`src/rtl/serv_rf_pkg.sv`:
```
// serv_rf_pkg: shared state encoding and width helpers for the serial regfile controller.
package serv_rf_pkg;

    localparam int REG_ADDR_W = 5;

    typedef enum logic [1:0] {IDLE, PRIME, RUN, DONE} state_t;

    function automatic int cnt_w(input int w);
        return $clog2(w);
    endfunction

endpackage

```
`src/rtl/serv_rf_ctrl_if.sv`:
```
// serv_rf_ctrl_if: request side and regfile/ALU side signals of the serial regfile sequencer.
interface serv_rf_ctrl_if #(parameter int W = 32);
    import serv_rf_pkg::*;

    localparam int CNT_W = cnt_w(W);

    logic                  i_req_valid;
    logic                  o_req_ready;
    logic [REG_ADDR_W-1:0] i_rs1_addr;
    logic [REG_ADDR_W-1:0] i_rs2_addr;
    logic [REG_ADDR_W-1:0] i_rd_addr;
    logic                  i_rd_we;
    logic                  i_flush;
    logic                  o_rs_en;
    logic                  o_rd_en;
    logic [REG_ADDR_W-1:0] o_rs1_addr;
    logic [REG_ADDR_W-1:0] o_rs2_addr;
    logic [REG_ADDR_W-1:0] o_rd_addr;
    logic                  o_bit_valid;
    logic [CNT_W-1:0]      o_cnt;
    logic                  o_done;

    modport master (
        output i_req_valid, i_rs1_addr, i_rs2_addr, i_rd_addr, i_rd_we, i_flush,
        input  o_req_ready, o_rs_en, o_rd_en, o_rs1_addr, o_rs2_addr, o_rd_addr,
               o_bit_valid, o_cnt, o_done
    );

    modport slave (
        input  i_req_valid, i_rs1_addr, i_rs2_addr, i_rd_addr, i_rd_we, i_flush,
        output o_req_ready, o_rs_en, o_rd_en, o_rs1_addr, o_rs2_addr, o_rd_addr,
               o_bit_valid, o_cnt, o_done
    );

endinterface

```
`src/rtl/serv_rf_cnt.sv`:
```
// serv_rf_cnt: bit counter with enable, clear and a terminal-count flag at a runtime limit.
module serv_rf_cnt #(parameter int N = 5) (
    input  logic         i_clk,
    input  logic         i_rst_n,
    input  logic         en,
    input  logic         clr,
    input  logic [N-1:0] last,
    output logic [N-1:0] cnt,
    output logic         tc
);

    assign tc = cnt == last;

    always_ff @(posedge i_clk or negedge i_rst_n)
        if (!i_rst_n) cnt <= '0;
        else if (clr) cnt <= '0;
        else if (en)  cnt <= cnt + 1'b1;

endmodule

```
`src/rtl/serv_rf_ctrl.sv`:
```
// serv_rf_ctrl: sequences one W-cycle bit-serial regfile transfer per request.
// SERV_RF_CTRL_B2B_EN lets a new request be accepted in the last RUN cycle.
module serv_rf_ctrl
    import serv_rf_pkg::*;
#(
    parameter int W      = 32,
    parameter int RD_LAT = 1
) (
    input logic           i_clk,
    input logic           i_rst_n,
    serv_rf_ctrl_if.slave bus
);

    localparam int CNT_W = cnt_w(W);

    state_t           state;
    logic             wr;
    logic [CNT_W-1:0] cnt;
    logic             tc;
    logic             busy;
    logic             last_run;
    logic             ready;
    logic             acc;

    assign busy     = state == PRIME || state == RUN;
    assign last_run = state == RUN && tc;
`ifdef SERV_RF_CTRL_B2B_EN
    assign ready    = state == IDLE || last_run;
`else
    assign ready    = state == IDLE;
`endif
    assign acc      = ready && bus.i_req_valid && !bus.i_flush;

    // One counter serves both phases; the limit switches with the state.
    serv_rf_cnt #(.N(CNT_W)) u_cnt (
        .i_clk   (i_clk),
        .i_rst_n (i_rst_n),
        .en      (busy),
        .clr     (bus.i_flush || tc || !busy),
        .last    (state == PRIME ? CNT_W'(RD_LAT - 1) : CNT_W'(W - 1)),
        .cnt     (cnt),
        .tc      (tc)
    );

    // Read address leads by RD_LAT, so reads stop RD_LAT cycles before RUN ends.
    assign bus.o_req_ready = ready;
    assign bus.o_rs_en     = (state == PRIME || (state == RUN && cnt < CNT_W'(W - RD_LAT))) && !bus.i_flush;
    assign bus.o_rd_en     = state == RUN && wr && !bus.i_flush;
    assign bus.o_bit_valid = state == RUN;
    assign bus.o_cnt       = state == RUN ? cnt : '0;
    assign bus.o_done      = state == DONE || (last_run && acc);

    always_ff @(posedge i_clk or negedge i_rst_n)
        if (!i_rst_n) begin
            state          <= IDLE;
            wr             <= 1'b0;
            bus.o_rs1_addr <= '0;
            bus.o_rs2_addr <= '0;
            bus.o_rd_addr  <= '0;
        end else begin
            if (acc) begin
                bus.o_rs1_addr <= bus.i_rs1_addr;
                bus.o_rs2_addr <= bus.i_rs2_addr;
                bus.o_rd_addr  <= bus.i_rd_addr;
                wr             <= bus.i_rd_we && |bus.i_rd_addr;
            end
            state <= acc                   ? PRIME :
                     bus.i_flush && busy   ? IDLE  :
                     state == PRIME && tc  ? RUN   :
                     last_run              ? DONE  :
                     state == DONE         ? IDLE  : state;
        end

endmodule

```
`src/flat_wrapper.sv`:
```
// flat-port wrapper written by rule: the top's interface ports become plain ports
module serv_rf_ctrl_flat import serv_rf_pkg::*;
#(
    parameter int W      = 32,
    parameter int RD_LAT = 1
)
  (i_clk, i_rst_n, bus_i_req_valid, bus_i_rs1_addr, bus_i_rs2_addr, bus_i_rd_addr, bus_i_rd_we, bus_i_flush, bus_o_req_ready, bus_o_rs_en, bus_o_rd_en, bus_o_rs1_addr, bus_o_rs2_addr, bus_o_rd_addr, bus_o_bit_valid, bus_o_cnt, bus_o_done);
  serv_rf_ctrl_if #(.W(W)) bus_i ();
  input logic i_clk;
  input logic i_rst_n;
  input wire logic [$bits(bus_i.i_req_valid)-1:0] bus_i_req_valid;
  input wire logic [$bits(bus_i.i_rs1_addr)-1:0] bus_i_rs1_addr;
  input wire logic [$bits(bus_i.i_rs2_addr)-1:0] bus_i_rs2_addr;
  input wire logic [$bits(bus_i.i_rd_addr)-1:0] bus_i_rd_addr;
  input wire logic [$bits(bus_i.i_rd_we)-1:0] bus_i_rd_we;
  input wire logic [$bits(bus_i.i_flush)-1:0] bus_i_flush;
  output wire logic [$bits(bus_i.o_req_ready)-1:0] bus_o_req_ready;
  output wire logic [$bits(bus_i.o_rs_en)-1:0] bus_o_rs_en;
  output wire logic [$bits(bus_i.o_rd_en)-1:0] bus_o_rd_en;
  output wire logic [$bits(bus_i.o_rs1_addr)-1:0] bus_o_rs1_addr;
  output wire logic [$bits(bus_i.o_rs2_addr)-1:0] bus_o_rs2_addr;
  output wire logic [$bits(bus_i.o_rd_addr)-1:0] bus_o_rd_addr;
  output wire logic [$bits(bus_i.o_bit_valid)-1:0] bus_o_bit_valid;
  output wire logic [$bits(bus_i.o_cnt)-1:0] bus_o_cnt;
  output wire logic [$bits(bus_i.o_done)-1:0] bus_o_done;
  assign bus_i.i_req_valid = bus_i_req_valid;
  assign bus_i.i_rs1_addr = bus_i_rs1_addr;
  assign bus_i.i_rs2_addr = bus_i_rs2_addr;
  assign bus_i.i_rd_addr = bus_i_rd_addr;
  assign bus_i.i_rd_we = bus_i_rd_we;
  assign bus_i.i_flush = bus_i_flush;
  assign bus_o_req_ready = bus_i.o_req_ready;
  assign bus_o_rs_en = bus_i.o_rs_en;
  assign bus_o_rd_en = bus_i.o_rd_en;
  assign bus_o_rs1_addr = bus_i.o_rs1_addr;
  assign bus_o_rs2_addr = bus_i.o_rs2_addr;
  assign bus_o_rd_addr = bus_i.o_rd_addr;
  assign bus_o_bit_valid = bus_i.o_bit_valid;
  assign bus_o_cnt = bus_i.o_cnt;
  assign bus_o_done = bus_i.o_done;
  serv_rf_ctrl #(.W(W), .RD_LAT(RD_LAT)) u_core (.i_clk(i_clk), .i_rst_n(i_rst_n), .bus(bus_i));
endmodule
```
`config.mk`:
```
export PLATFORM = sky130hd
export DESIGN_NAME = serv_rf_ctrl_flat
export DESIGN_NICKNAME = d
export VERILOG_FILES = /design/src/rtl/serv_rf_pkg.sv /design/src/rtl/serv_rf_ctrl_if.sv /design/src/rtl/serv_rf_cnt.sv /design/src/rtl/serv_rf_ctrl.sv /design/src/flat_wrapper.sv
export SDC_FILE = /design/constraint.sdc
export NUM_CORES = 1
export LEC_CHECK = 0
export CORE_ASPECT_RATIO = 2
export CORE_MARGIN = 2
export CORE_UTILIZATION = 40
export CTS_CLUSTER_DIAMETER = 40
export DETAILED_ROUTE_END_ITERATION = 10
export HOLD_SLACK_MARGIN = 0.05
export PLACE_DENSITY = 0.76
export RECOVER_POWER = 25
export SYNTH_ARGS = -nofsm -noshare
export SYNTH_HDL_FRONTEND = slang
export SYNTH_SLANG_ARGS = --single-unit
```
`constraint.sdc`:
```
create_clock -name i_clk -period 1.8 [get_ports i_clk]
set_input_delay 0.36 -clock i_clk [delete_from_list [all_inputs] [get_ports i_clk]]
set_output_delay 0.36 -clock i_clk [all_outputs]
set_load 0.1 [all_outputs]
```
==> results.yml <==
outcome:
  status: "complete, but fails checks"
  violations: "negative setup slack"
finish:
  ff_latch_area_um2: 577
  fill_cells: 157
  drive_gt1_frac: 0.493
  antenna_cells: 0
  multi_input_area_um2: 519
  area_delta_synth_final_pct: 83.8
  nets: 172
clock_tree:
  clockRootBuffer: "clkbuf_8"
  clkSlewWorstSetupHoldPaths_ns: 0.07
  cts_made_buffers: 3
  clock_latency_ns: 0.25
  clock-sinks: 23
  clock_path_buffers: 2
  htreeDepth: 1
  cts_tree: "built"
detailed_routing:
  drc: 0
  wirelength_um: 2520
  drtPass1Iterations: 2
  vias: 876
  viasPerCell: 5.03
  antenna_left: 0
  avgRoutedWirePerCell_um: 14.5
  drt-initial-drc-count: 8
grt:
  met1_usage: 0.191
  top_usage_layer: "met2"
  grt_pass1_wl_um: 4040
  overflow: 0
  grt_usage: 0.180
  antenna_found_initial: 0
  met2_usage: 0.322
  met3_usage: 0.0429
  grt_max_degree: 24
  grt_pass1_vias: 931
critical_path:
  crit_buf_inv: 3
  critPathLaunchType: "flop"
  worst_path_dominant_cell_family: "buffers and inverters"
  slowest_delay_ns: 0.41
  cp-end-kind: "output pin"
  cp_max_fo: 4
  crit_arrival_ns: 1.46
  cpMaxStageDelayCell: "dfrtp_1"
  cp.required_ns: 1.44
  critical_path_class: "reg2out"
  crit_chain: "buf_6 > ha_4 > buf_4 > and2_2 > buf_12"
logic_synthesis:
  ys_ff_latch: 23
  synth.net_count: 114
  synthesis.instances: 89
  synth_common_cells: "dfrtp_1 (23), mux2_2 (15), nand2_1 (7), nor2_1 (7)"
  synth_area_leader_cell: "dfrtp_1"
  avgSynthCellArea_um2: 12.1
  synthTopCellsByArea: "dfrtp_1 (53%), mux2_2 (16%), ha_1 (5.8%), and2_1 (2.9%), nand2_1 (2.4%)"
  synth-main-ff-cell: "dfrtp_1"
  synth_top_area_share: 0.534
  yosysWarningCount: 0
  async_reset_ff_frac: 1.00
  synth-edff-count: 0
  synth_area_um2: 1080
  synthDistinctLibCells: 23
  yosysMostFrequentCell: "dfrtp_1"
  synth_seq_area_share: 0.534
sta:
  fin_tns_setup_ns: -0.0458
  fmax_ghz: 0.550
  setup_ws_ns: -0.0174
  hold_ws_ns: 0.511
  skew_ns: 0.00331
  finalHoldViolations: 0
  slew_headroom: 0.628
  fin_crit_ns: 1.82
  drv_slew: 0
  min_period_over_period: 1.01
  setup_viol: 3
  worstMarginPinSlew_ns: 0.558
  rsz0062_at_grt: "yes"
run:
  drv_cap: 0
floorplanning:
  design.core.area_um2: 2570
  io_pins: 45
  row_count: 26
  fp.dieH_um: 77.4
  die_w_um: 40.7
  dieArea_um2: 3150
  start_util: 0.420
placement:
  gp_congestion: 0.705
  pre_cts_ws_ns: 0.0684
  dp_hpwl_um: 1970
  portBuffers: 44
min_path:
  hold_class: "reg2reg"
-- placed cells by master (no fill, tap or decap), types with 2 or more instances in the layout --
| cell type | n |
|---|---|
| and2_2 | 3 |
| and2_4 | 2 |
| buf_12 | 26 |
| buf_4 | 8 |
| clkbuf_8 | 3 |
| clkdlybuf4s50_1 | 18 |
| dfrtp_1 | 22 |
| ha_1 | 3 |
| inv_1 | 3 |
| inv_2 | 2 |
| mux2_2 | 15 |
| nand2_1 | 6 |
| nand3_1 | 2 |
| nor2_1 | 6 |
| o21ai_0 | 2 |
| xor2_1 | 2 |
-- layout make-up --
cell class                      count  area share
Multi-Input combinational cell     59       0.262
Clock buffer                        4      0.0227
Tap cell                           28      0.0177
Sequential cell                    23       0.291
Timing Repair Buffer               55       0.397
Inverter                            5     0.00947
-- kinds of logic (layout without fill, tap and decap cells) --
logic type      count (synthesis)  after routing  share of synthesized area
compound gates                  9              9                     0.0522
xor+xnor                        3              3                     0.0244
fa+ha+maj                       5              5                     0.0580
buf+inv                         7             64                     0.0267
flops                          23             23                      0.534
mux                            15             15                      0.157
simple gates                   27             27                      0.149
-- registers in the layout, indices dropped and copies added (netlist names) --
register               cells
u_core.bus.o_rd_addr       5
u_core.bus.o_rs1_addr      5
u_core.bus.o_rs2_addr      5
u_core.state               2
u_core.u_cnt.cnt           5
u_core.wr                  1
-- metal layers --
layer / part of all wire / wire length [um]
met2: 0.61 / 1550
met3: 0.059 / 149
met4: 0.0063 / 16
met1: 0.32 / 813
met5: 0 / 0
-- timing repair --
item	in CTS	in global routing
hold buffers	0	0
resized for setup	0	7
pin swaps	1	2
endpoints found under the hold margin	0	0
setup buffers	2	4
gates cloned	0	0
endpoints found under the setup margin	1	1
-- worst paths after layout --
path,startpoint,end,slack (ns),cells past startpoint
setup / recovery,u_core.state[1],bus_o_cnt[4],-0.02,5
hold / removal,u_core.u_cnt.cnt[0],u_core.u_cnt.cnt[0],0.51,1
setup reg to reg,u_core.state[1],u_core.u_cnt.cnt[2],0.19,6
hold reg to reg,u_core.u_cnt.cnt[0],u_core.u_cnt.cnt[0],0.51,1
max in group asynchronous,i_rst_n,u_core.u_cnt.cnt[0],0.77,2
min in group asynchronous,i_rst_n,u_core.bus.o_rd_addr[3],0.62,2
-- metrics by stage --
step / instance area (um^2) / util / cells
floorplan: 1120 / - / 89
global placement: 1890 / 0.734 / 164
detailed placement: 1890 / 0.734 / 164
CTS: 1950 / 0.758 / 170
global route: 1980 / 0.771 / 174
finish: 1980 / 0.771 / 174
Power is left out: the tool's default activity adds up to more than one toggle a clock period on the data nets, which glitch-free logic cannot reach.
